===== config.mk =====
export PLATFORM = sky130hd
export DESIGN_NAME = i2s_rx_packer
export DESIGN_NICKNAME = d
export VERILOG_FILES = /design/src/rtl/i2s_pkg.sv /design/src/rtl/i2s_rx_fifo.sv /design/src/rtl/i2s_rx_packer.sv
export SDC_FILE = /design/constraint.sdc
export NUM_CORES = 1
export LEC_CHECK = 0
export ABC_AREA = 1
export CORE_MARGIN = 4
export CORE_UTILIZATION = 57
export CTS_CLUSTER_DIAMETER = 80
export DETAILED_ROUTE_END_ITERATION = 8
export PLACE_DENSITY_LB_ADDON = 0.2
export SLEW_MARGIN = 0
export SYNTH_ARGS = -nofsm -noshare
export SYNTH_HDL_FRONTEND = slang
export SYNTH_SLANG_ARGS = --single-unit

===== constraint.sdc =====
create_clock -name sck_i -period 4.3 [get_ports sck_i]
set_input_delay 0.86 -clock sck_i [delete_from_list [all_inputs] [get_ports sck_i]]
set_output_delay 0.86 -clock sck_i [all_outputs]
set_load 0.005 [all_outputs]

===== src/rtl/i2s_pkg.sv =====
// Shared types for the I2S RX packer: pack-mode encoding and lane-count helper.
package i2s_pkg;

    localparam int I2S_WORD_W = 32;

    typedef enum logic [1:0] {
        PACK_NONE = 2'b00,
        PACK_16   = 2'b01,
        PACK_8    = 2'b10
    } pack_mode_e;

    function automatic logic [2:0] lanes_per_word(input pack_mode_e mode);
        case (mode)
            PACK_16: return 3'd2;
            PACK_8:  return 3'd4;
            default: return 3'd1;
        endcase
    endfunction

endpackage


===== src/rtl/i2s_rx_fifo.sv =====
// Synchronous first-word-fall-through FIFO with flush and occupancy output.
module i2s_rx_fifo #(
    parameter int WIDTH     = 32,
    parameter int DEPTH     = 4,
    localparam int LOG_DEPTH = $clog2(DEPTH)
) (
    input  logic                 clk,
    input  logic                 rst,
    input  logic                 flush_i,
    input  logic                 push_i,
    input  logic [WIDTH-1:0]     data_i,
    input  logic                 pop_i,
    output logic [WIDTH-1:0]     data_o,
    output logic                 valid_o,
    output logic                 full_o,
    output logic [LOG_DEPTH:0]   level_o
);

    logic [WIDTH-1:0]   mem_q [DEPTH];
    logic [WIDTH-1:0]   mem_d [DEPTH];
    logic [LOG_DEPTH:0] wr_ptr_q, wr_ptr_d;
    logic [LOG_DEPTH:0] rd_ptr_q, rd_ptr_d;
    logic               do_push, do_pop;

    // Extra pointer MSB separates full (MSBs differ) from empty (equal).
    assign full_o  = (wr_ptr_q ^ rd_ptr_q) == {1'b1, {LOG_DEPTH{1'b0}}};
    assign valid_o = wr_ptr_q != rd_ptr_q;
    assign level_o = wr_ptr_q - rd_ptr_q;
    assign data_o  = valid_o ? mem_q[rd_ptr_q[LOG_DEPTH-1:0]] : '0;
    assign do_push = push_i & ~full_o;
    assign do_pop  = pop_i & valid_o;

    always_comb begin
        mem_d    = mem_q;
        wr_ptr_d = wr_ptr_q;
        rd_ptr_d = rd_ptr_q;
        if (flush_i) begin
            wr_ptr_d = '0;
            rd_ptr_d = '0;
        end else begin
            if (do_push) begin
                mem_d[wr_ptr_q[LOG_DEPTH-1:0]] = data_i;
                wr_ptr_d = wr_ptr_q + 1'b1;
            end
            if (do_pop) rd_ptr_d = rd_ptr_q + 1'b1;
        end
    end

    always_ff @(posedge clk) begin
        if (rst) begin
            wr_ptr_q <= '0;
            rd_ptr_q <= '0;
        end else begin
            wr_ptr_q <= wr_ptr_d;
            rd_ptr_q <= rd_ptr_d;
        end
        mem_q <= mem_d;
    end

endmodule


===== src/rtl/i2s_rx_packer.sv =====
// I2S RX word packer: masks, packs 2x16/4x8 samples into 32-bit words and buffers them.
// Optional sign extension in unpacked mode is built when I2S_RX_SIGN_EXT_EN is defined.
module i2s_rx_packer
    import i2s_pkg::*;
#(
    parameter int DEPTH     = 4,
    localparam int LOG_DEPTH = $clog2(DEPTH)
) (
    input  logic                  sck_i,
    input  logic                  rst_i,
    input  logic [31:0]           in_data_i,
    input  logic                  in_valid_i,
    output logic                  in_ready_o,
    output logic [31:0]           out_data_o,
    output logic                  out_valid_o,
    input  logic                  out_ready_i,
    input  logic                  cfg_en_i,
    input  logic                  cfg_clr_i,
    input  logic [1:0]            cfg_pack_mode_i,
    input  logic [4:0]            cfg_wlen_i,
`ifdef I2S_RX_SIGN_EXT_EN
    input  logic                  cfg_sign_ext_i,
`endif
    output logic                  ovf_o,
    output logic [LOG_DEPTH:0]    level_o
);

    pack_mode_e             mode;
    logic [1:0]             lane_q, lane_d;
    logic [I2S_WORD_W-1:0]  pack_q, pack_d;
    logic                   ovf_q, ovf_d;
    logic [I2S_WORD_W-1:0]  mask, sample, placed, word;
    logic                   flush, full, accept, last, push;

    assign flush      = cfg_clr_i | ~cfg_en_i;
    assign in_ready_o = ~full;
    assign accept     = in_valid_i & ~full & ~flush;
    assign ovf_o      = ovf_q;

    always_comb begin
        mode   = (cfg_pack_mode_i == 2'b11) ? PACK_NONE : pack_mode_e'(cfg_pack_mode_i);
        mask   = 32'hFFFF_FFFF >> (5'd31 - cfg_wlen_i);
        sample = in_data_i & mask;
`ifdef I2S_RX_SIGN_EXT_EN
        if (cfg_sign_ext_i && mode == PACK_NONE && in_data_i[cfg_wlen_i])
            sample = in_data_i | ~mask;
`endif
        case (mode)
            PACK_16: placed = {16'b0, sample[15:0]} << {lane_q[0], 4'b0};
            PACK_8:  placed = {24'b0, sample[7:0]} << {lane_q, 3'b0};
            default: placed = sample;
        endcase
        word = pack_q | placed;
        last = {1'b0, lane_q} == (lanes_per_word(mode) - 3'd1);
        push = accept & last;

        lane_d = lane_q;
        pack_d = pack_q;
        ovf_d  = ovf_q;
        if (flush) begin
            lane_d = '0;
            pack_d = '0;
            ovf_d  = 1'b0;
        end else begin
            if (in_valid_i && full) ovf_d = 1'b1;
            if (accept) begin
                lane_d = last ? 2'd0 : lane_q + 2'd1;
                pack_d = last ? '0 : word;
            end
        end
    end

    always_ff @(posedge sck_i) begin
        if (rst_i) begin
            lane_q <= '0;
            pack_q <= '0;
            ovf_q  <= 1'b0;
        end else begin
            lane_q <= lane_d;
            pack_q <= pack_d;
            ovf_q  <= ovf_d;
        end
    end

    i2s_rx_fifo #(
        .WIDTH (I2S_WORD_W),
        .DEPTH (DEPTH)
    ) u_fifo (
        .clk     (sck_i),
        .rst     (rst_i),
        .flush_i (flush),
        .push_i  (push),
        .data_i  (word),
        .pop_i   (out_ready_i),
        .data_o  (out_data_o),
        .valid_o (out_valid_o),
        .full_o  (full),
        .level_o (level_o)
    );

endmodule


[Word-level counts from Yosys, hierarchy flattened]
Cells that the tools add are included.
Cells by class
  multiply operators: 0
  mux-type cells: 12
  reductions and logical operators: 4
  shift operators: 3
  bitwise gates (word level): 14
  div/mod/pow operators: 0
  equal/unequal tests: 6
  magnitude comparators: 3
  add/subtract/negate cells: 6
Operators with widths (number)
  32-bit two-way mux: 5
  128-bit bitwise mux: 1
  32-bit binary-select mux with 2-bit select: 1
  32-bit demux with 2-bit select: 1
  32-bit one-hot mux with 2 select lines: 1
  32-bit AND: 1
  32-bit OR: 1
  16-bit by 5-bit << shifter with 32-bit output: 1
  8-bit by 5-bit << shifter with 32-bit output: 1
  32-bit by 5-bit right shift with 32-bit output, first input constant: 1
  3-bit by 1-bit adder with 3-bit output, second input constant: 2
  3-bit greater-or-equal comparator, second input constant: 2
  2-bit NOT with 3-bit output: 2
  3-bit one-hot mux with 2 select lines: 1
  1-bit AND: 5
  5-bit subtractor, first input constant: 1
  2-bit == test, second input constant: 2
  2-bit two-way mux: 2
  2-bit by 3-bit == test with 1-bit output: 1
  3-bit == test, second input constant: 1
  3-bit by 1-bit less-than comparator with 1-bit output, second input constant: 1
  3-bit != test: 1
  1-bit NOT: 3
  3-bit by 1-bit subtractor with 3-bit output, second input constant: 1
  other kinds (8): 9
Storage, ports and cells
  output and inout port bits: 38
  memories kept: 0
  latch bits: 0
  word-level logic and storage cells: 57
  memory bits (read-only): 0
  flip-flop bits (word level): 169
  input bits: 45
  bits in writable memories: 0

[Logic depth before layout (Yosys ltp)]
Gate-level depths: netlist of run 1.
  depth in word-level cells: 9
  mapped depth: 12
  gate-level depth less buffers: 10

[Modules after synthesis]
From an unflattened synthesis of run 1, not the netlist that was laid out.
Unflattened totals
  cells, all modules: 801
  area, all modules: 7649.8 µm²
Modules (own cells, without submodules)
  i2s_rx_fifo: cells an instance 448, sequential area each 3963.8 µm², area each 5431.5 µm², times used 1
  i2s_rx_packer: cells an instance 353, sequential area each 700.7 µm², area each 2218.4 µm², times used 1

[Worst setup path after synthesis of run 1]
Ideal clock, no wire load.
  path type: input-to-reg
  start point: input port cfg_pack_mode_i[0]
  end point: register u_fifo.mem_q[0] (netlist bit), enable pin
  slack: 0.589 ns
  cell stages on the path: 9
  required time: 3.879 ns
  arrival: 3.289 ns
  setup time: 0.421 ns
  buffers on the path: 1
  cells stage by stage: inv_1 ha_1 inv_1 nand2_2 nand3_1 nor2_4 nand2_4 buf_6 nor2_1
On the way
  word-level cells in the longest chain between the ends: 9
  elaborated cells on any way between the ends: 10
  classes of those cells: 1 x add/sub; 4 x eq/ne; 2 x mux; 2 x bitwise; 1 x reduce/logical
RTL lines
  start: declaration: RTL line i2s_rx_packer.sv:19  | input logic [1:0] cfg_pack_mode_i,
  2-bit == test: RTL line i2s_rx_packer.sv:41  | mode = (cfg_pack_mode_i == 2'b11) ? PACK_NONE : pack_mode_e'(cfg_pack_mode_i);
  2-bit two-way mux *: RTL line i2s_rx_packer.sv:41
  2-bit == test or 2-bit by 1-bit == test with 1-bit output (tied branches): RTL line i2s_pkg.sv:13  | case (mode)
  3-bit one-hot mux with 2 select lines *: RTL line i2s_pkg.sv:13
  3-bit by 1-bit subtractor with 3-bit output *: RTL line i2s_rx_packer.sv:54  | last = {1'b0, lane_q} == (lanes_per_word(mode) - 3'd1);
  2-bit by 3-bit == test with 1-bit output *: RTL line i2s_rx_packer.sv:54
  1-bit AND *: RTL line i2s_rx_packer.sv:55  | push = accept & last;
  1-bit AND *: RTL line i2s_rx_fifo.sv:30  | assign do_push = push_i & ~full_o;
  2-bit AND reduction (no source line) *
  end signal: assignment: RTL line i2s_rx_fifo.sv:57  | mem_q <= mem_d;
  end: declaration: RTL line i2s_rx_fifo.sv:19  | logic [WIDTH-1:0] mem_q [DEPTH];
Every way passes the cells marked *; elsewhere a longest branch is shown, timed or not.
A chain may end at the register's enable or synchronous reset.

[Worst setup path in the final report of run 1]
  start point: register u_fifo.wr_ptr_q[0]
  end point: output port out_data_o[19]
On the way
  word-level cells in the longest chain between the ends: 2
RTL lines
  start: declaration: RTL line i2s_rx_fifo.sv:21  | logic [LOG_DEPTH:0] wr_ptr_q, wr_ptr_d;
  start signal: assignment: RTL line i2s_rx_fifo.sv:54  | wr_ptr_q <= wr_ptr_d;
  3-bit != test: RTL line i2s_rx_fifo.sv:27  | assign valid_o = wr_ptr_q != rd_ptr_q;
  32-bit two-way mux: RTL line i2s_rx_fifo.sv:29  | assign data_o = valid_o ? mem_q[rd_ptr_q[LOG_DEPTH-1:0]] : '0;
  end: declaration: RTL line i2s_rx_packer.sv:14  | output logic [31:0] out_data_o,
No other way between the ends.

==> results of run 1 <==
==> cells in the mapped netlist, types with 3 or more instances <==
| cell type | instances | area share, % |
|---|---|---|
| nand3_1 | 63 | 4.1 |
| a21oi_1 | 47 | 3.1 |
| o21ai_0 | 81 | 5.3 |
| dfxtp_1 | 41 | 11 |
| buf_6 | 3 | 0.44 |
| nand2_1 | 98 | 4.8 |
| a31oi_1 | 3 | 0.24 |
| or2_1 | 4 | 0.32 |
| edfxtp_1 | 128 | 50 |
| clkbuf_1 | 14 | 0.68 |
| inv_1 | 79 | 3.9 |
| xor2_1 | 3 | 0.34 |
| buf_2 | 16 | 1.0 |
| ha_1 | 10 | 1.6 |
| nor3_1 | 4 | 0.26 |
| nand4_1 | 6 | 0.49 |
| nor2_1 | 209 | 10 |
==> state kept, by name, summed over array words and instances, names as in the netlist <==
| name | cells |
|---|---|
| u_fifo.mem_q | 128 |
| pack_q | 32 |
| u_fifo.rd_ptr_q | 3 |
| u_fifo.wr_ptr_q | 3 |
| lane_q | 2 |
| ovf_o | 1 |
==> per-layer routing <==
metal	wire (um)	part of all wire, %
met5	0	0
met4	332	1.8
met3	1280	6.8
met2	9250	49
met1	8050	43
==> per-stage QoR <==
step                      cells  setup slack (ps)
after floorplan             835               589
after global placement     1064               857
after detailed placement   1064               766
after CTS                  1096               361
after global routing       1096               128
final                      1096               337
==> where the power goes <==
part	total, mW	leakage, nW	switching, mW	internal (mW)
Combinational	0.197	1.81	0.125	0.0729
Clock	1.61	0.318	0.626	0.984
Sequential	1.77	1.48	0.00275	1.76
==> area by class of cell <==
cell class              count  area [um2]  share of cell area, %
inverters                  82         308                   3.32
well taps                 176         220                   2.38
clock inverters            10         125                   1.35
flip-flops and latches    169        4670                   50.4
clock buffers              22         518                   5.59
multi-input cells         547        2540                   27.5
repair buffers             90         881                   9.51
==> worst register-to-register path, cell delays in order (launching register included) <==
cell	delay, ps
dfxtp_1	380
inv_1	110
ha_1	300
nand2_1	70
inv_1	90
a21oi_4	540
nand2_4	360
nor2_2	170
buf_4	450
==> worst paths after layout <==
path / startpoint / to / depth (start not counted)
max: u_fifo.wr_ptr_q[0]$_SDFFE_PP0N_ / out_data_o[19] / 8
min reg2reg: ovf_o$_SDFFE_PP0P_ / ovf_o$_SDFFE_PP0P_ / 2
min: ovf_o$_SDFFE_PP0P_ / ovf_o$_SDFFE_PP0P_ / 2
max reg2reg: u_fifo.wr_ptr_q[0]$_SDFFE_PP0N_ / u_fifo.mem_q[81]$_DFFE_PP_ / 8
==> logic make-up after synthesis <==
kind of cell | count (synthesis)
flip-flops | 169
XOR/XNOR | 3
buffers and inverters | 119
AO/OA/AOI/OAI | 139
AND/OR/NAND/NOR | 394
adder cells (fa/ha/maj) | 11
==> metrics.cfg, run 1 <==
[global_route]
antenna_found_initial = 0
grtUsageMet2_pct = 41.7
grt_pass1_wl_um = 30200
grt_pass1_vias = 5931
use_met3_pct = 5.28
busiest_layer = met2
grt_overflow = 0
use_met1_pct = 32.2
grt_usage_pct = 24.8
grt_max_degree = 67

[run]
drv_cap = 0

[setup_path]
ff2ff_setup_slack_ps = 1440
crit_arrival_ps = 3100
cp.required_ps = 3440
cp_num_buf_inv = 4
crit_fanout = 32
setup.worst_path.end_class = output port
crit_top_cell = inv_1
slowest_stage = inv_1
startpoint_type = flip-flop
crit_chain = inv_1 > ha_1 > nand2_1 > inv_1 > nand3_1 > inv_1 > a21oi_1 > clkdlybuf4s50_1
path_class = reg2out
cpPeakStageDelay_ps = 830
cp_top_family = buffers and inverters

[finish]
layout-drive-gt1-share_pct = 6.30
area_delta_synth_final_pct = 20.2
layout.cells.most_common_list = nor2_1, edfxtp_1, nand2_1
final_area_mm2 = 0.00926
nNetsFinal = 963
antenna_cells = 0
layout_commonest_cell = nor2_1
fillers = 1024
fin_util_pct = 69.9

[timing]
slew_headroom_pct = 26.5
hold_viol = 0
fin_crit_sh_pct = 92.2
worst_hold_slack_ps = 450
drv_slew = 0
max_freq_ghz = 0.252
fin_skew_ps = 8.13
fin_crit_ps = 3960
setup_viol = 0
timing.setup.tns_ps = 0
worst_pin_slew_ps = 1100
rsz0062_at_grt = false

[clock_tree]
clkSinkCount = 169
hold_buffers = 0
cts_setup_buffers = 0
h-tree-depth = 4
worstSkewPairLatency_ps = 430
cts-buffers-inserted = 17
clkTransAtPathRegs_ps = 70
clockBufferDepth = 2
root_buffer = clkbuf_16
ctsResizeCount = 0
cts_tree = built

[detailed_routing]
wl_um = 18900
drc_errors = 0
via_per_inst = 5.59
drt-initial-drc-count = 615
drtPass1Iterations = 5
detail-route-antenna-nets = 0
vias = 6122
wl_per_cell_um = 17.3

[logic_synthesis]
netlist_instances = 835
synth_cell_types = 35
synthArstFlopShare_pct = 0
yosys.area_share.simple_pct = 21.2
ys_seq_area_share_pct = 60.6
synth_top_family_by_area = simple AND/OR/NAND/NOR gates
synth_seq_cells = 169
synth-xor-area-share_pct = 0.341
synthAdderAreaFrac_pct = 1.88
synth_area_mm2 = 0.00770
avgSynthCellArea_um2 = 9.22
synth_edf_count = 128
synth_compound_area_share_pct = 9.46
muxShareOfSynthArea_pct = 0
syn_nets = 891
ys.flop_type = edfxtp_1
yosysWarningCount = 0

[placement]
portBuffers = 82
dp_hpwl_um = 12600
dpl-instance-area_mm2 = 0.00862
gp_congestion = 0.964

[floorplanning]
fp.dieW_um = 124
start_util_pct = 58.2
die-area_mm2 = 0.0154
die_y_um = 124
rows = 42
core_area_mm2 = 0.0132
io_pins = 83

[hold_path]
hold_path_class = reg2reg

[pwr]
power_mw = 3.57
irDropWorstVdd_mv = 0.249
p_per_area_mw_per_mm2 = 386
p_leak_nw = 3.61

[outcome]
status = completed

(Power assumes the default switching activity.)
==> inputs of run 2 (changes only) <==
--- a/config.mk
+++ b/config.mk
@@ -10,6 +10,7 @@
 export CORE_UTILIZATION = 57
 export CTS_CLUSTER_DIAMETER = 80
 export DETAILED_ROUTE_END_ITERATION = 8
+export GPL_TIMING_DRIVEN = 0
 export PLACE_DENSITY_LB_ADDON = 0.2
 export SLEW_MARGIN = 0
 export SYNTH_ARGS = -nofsm -noshare
==> run 2 against run 1 <==
  * Critical path type unchanged
  * Largest cell class unchanged
  * Routed wire length increased by 3.3%
  * Utilization up 1.3 points
  * Critical path depth is 3 higher
  * Critical endpoint is now out_data_o[22]
  * Largest power group unchanged
  * Combinational power increased by 4%
  * Sequential power about the same
  * Register-to-register slack worse by 340 ps
  * Fmax down 3.8%
  * Total power down 3.9%
==> metrics.cfg, run 2 (synthesis gave the netlist of run 1 again) <==
[outcome]
status = completed  ; unchanged

[run]
drv_cap = 0  ; unchanged

[finish]
biggestRegsByFlops = u_fifo.mem_q (128), pack_q (32)  ; unchanged
top_register = u_fifo.mem_q  ; unchanged
largest_reg_flops = 128  ; unchanged
antenna_cells = 0  ; unchanged
regArea_mm2 = 0.00466  ; was 0.00467 mm2
layout.cells.most_common_list = nor2_1, edfxtp_1, nand2_1  ; unchanged
nNetsFinal = 995  ; was 963
fillers = 995  ; was 1,024
layout_commonest_cell = nor2_1  ; unchanged
layout-drive-gt1-share_pct = 7.77  ; was 6.30%
area_delta_synth_final_pct = 22.5  ; was 20.2%
fin_util_pct = 71.2  ; was 69.9%
multi_input_area_mm2 = 0.00257  ; was 0.00254 mm2

[timing]
worst_pin_slew_ps = 780  ; was 1100 ps
setup_viol = 0  ; unchanged
hold_viol = 0  ; unchanged
fin_skew_ps = 9.67  ; was 8.13 ps
fin_crit_ps = 4120  ; was 3960 ps
rsz0062_at_grt = false  ; unchanged
worst_hold_slack_ps = 449  ; was 450 ps
drv_slew = 0  ; unchanged
slew_headroom_pct = 47.5  ; was 26.5%
fin_crit_sh_pct = 95.8  ; was 92.2%
max_freq_ghz = 0.243  ; was 0.252 GHz

[setup_path]
cp_top_family = buffers and inverters  ; unchanged
setup.worst_path.end_class = output port  ; unchanged
cp.required_ps = 3440  ; about the same
crit_chain = clkbuf_4 > clkinvlp_4 > buf_2 > ha_1 > nand2_1 > inv_1 > nand3_1 > inv_1 > clkbuf_4 > a21oi_1 > clkdlybuf4s50_1  ; was inv_1 > ha_1 > nand2_1 > inv_1 > nand3_1 > inv_1 > a21oi_1 > clkdlybuf4s50_1
crit_arrival_ps = 3260  ; was 3100 ps
slowest_stage = clkdlybuf4s50_1  ; was inv_1
cp_num_buf_inv = 7  ; was 4
cpPeakStageDelay_ps = 540  ; was 830 ps
path_class = reg2out  ; unchanged
startpoint_type = flip-flop  ; unchanged
crit_fanout = 10  ; was 32

[floorplanning]
io_pins = 83  ; unchanged
rows = 42  ; unchanged
fp.dieW_um = 124  ; unchanged
die-area_mm2 = 0.0154  ; unchanged
start_util_pct = 58.2  ; unchanged
core_area_mm2 = 0.0132  ; unchanged
die_y_um = 124  ; unchanged

[global_route]
grt_pass1_vias = 5942  ; was 5,931
grt_max_degree = 28  ; was 67
grt_usage_pct = 25.6  ; was 24.8%
grt_overflow = 0  ; unchanged
antenna_found_initial = 0  ; unchanged
grt_pass1_wl_um = 30800  ; was 30,200 um

[clock_tree]
root_buffer = clkbuf_16  ; unchanged
cts_tree = built  ; unchanged
clockBufferDepth = 2  ; unchanged
worstSkewPairLatency_ps = 430  ; about the same
hold_buffers = 0  ; unchanged
cts-buffers-inserted = 17  ; unchanged
clkSinkCount = 169  ; unchanged
clkTransAtPathRegs_ps = 70  ; about the same
h-tree-depth = 4  ; unchanged

[detailed_routing]
vias = 6136  ; was 6,122
drtPass1Iterations = 5  ; unchanged
wl_um = 19500  ; was 18,900 um
drt-initial-drc-count = 782  ; was 615
wl_per_cell_um = 17.3  ; about the same
detail-route-antenna-nets = 0  ; unchanged
drc_errors = 0  ; unchanged
via_per_inst = 5.44  ; was 5.59

[placement]
dp_hpwl_um = 13600  ; was 12,600 um
gp_congestion = 0.976  ; was 0.964
portBuffers = 81  ; was 82

[pwr]
irDropWorstVdd_mv = 0.205  ; was 0.249 mV
p_leak_nw = 3.68  ; was 3.61 nW
p_per_area_mw_per_mm2 = 364  ; was 386 mW/mm2

[hold_path]
hold_path_class = reg2reg  ; unchanged

## run 2: tightest hold or removal path: cells and delay by family (launching register included)
family | cells | cell delay, ps
flops | 1 | 310
compound gates | 1 | 50
buf+inv | 1 | 40
## run 2: layout make-up
class	instances	area share [%]
Sequential cell	169	49.4
Multi-Input combinational cell	547	27.2
Timing Repair Buffer	85	9.52
Clock buffer	25	5.27
Inverter	82	3.30
Tap cell	176	2.33
Buffer	37	2.18
Clock inverter	7	0.716
## run 2: through the flow
stage,total power [mW],cells,TNS (ps),instance area (um2),worst slack (ps)
finish,3.43,1128,0,9430,180
global route,3.54,1128,0,9430,2.00
CTS,3.44,1128,0,9420,9.10
detailed placement,2.00,1096,0,8850,413
global placement,2.00,1092,-135180,8730,-1150
floorplan,1.91,835,0,7700,589
## run 2: final timing paths
kind | from | endpoint | slack, ps | cells after the start
max | u_fifo.rd_ptr_q[1]$_SDFFE_PP0P_ | out_data_o[22] | 180 | 11
min | ovf_o$_SDFFE_PP0P_ | ovf_o$_SDFFE_PP0P_ | 450 | 2
max reg2reg | u_fifo.rd_ptr_q[1]$_SDFFE_PP0P_ | u_fifo.mem_q[20]$_DFFE_PP_ | 1100 | 11
min reg2reg | ovf_o$_SDFFE_PP0P_ | ovf_o$_SDFFE_PP0P_ | 450 | 2
## run 2: metal layers
metal	share of wire, %	up-vias	routed length [um]	GRT usage [%]
met4	2.5	0	486	9.54
li1	-	2976	-	-
met2	48	288	9300	42.3
met1	42	2829	8150	33.4
met3	8.2	43	1600	5.46
met5	0	-	0	0
## run 2: report_power, final
| group | switching, mW | internal (mW) |
|---|---|---|
| Clock | 0.600 | 0.861 |
| Combinational | 0.127 | 0.0777 |
| Sequential | 0.00219 | 1.76 |
| Total | 0.730 | 2.70 |
## run 2: repair_timing
action,CTS,global route
buffers inserted,0,0
resized for setup,1,7
pin swaps,0,0
setup endpoints to repair,21,30
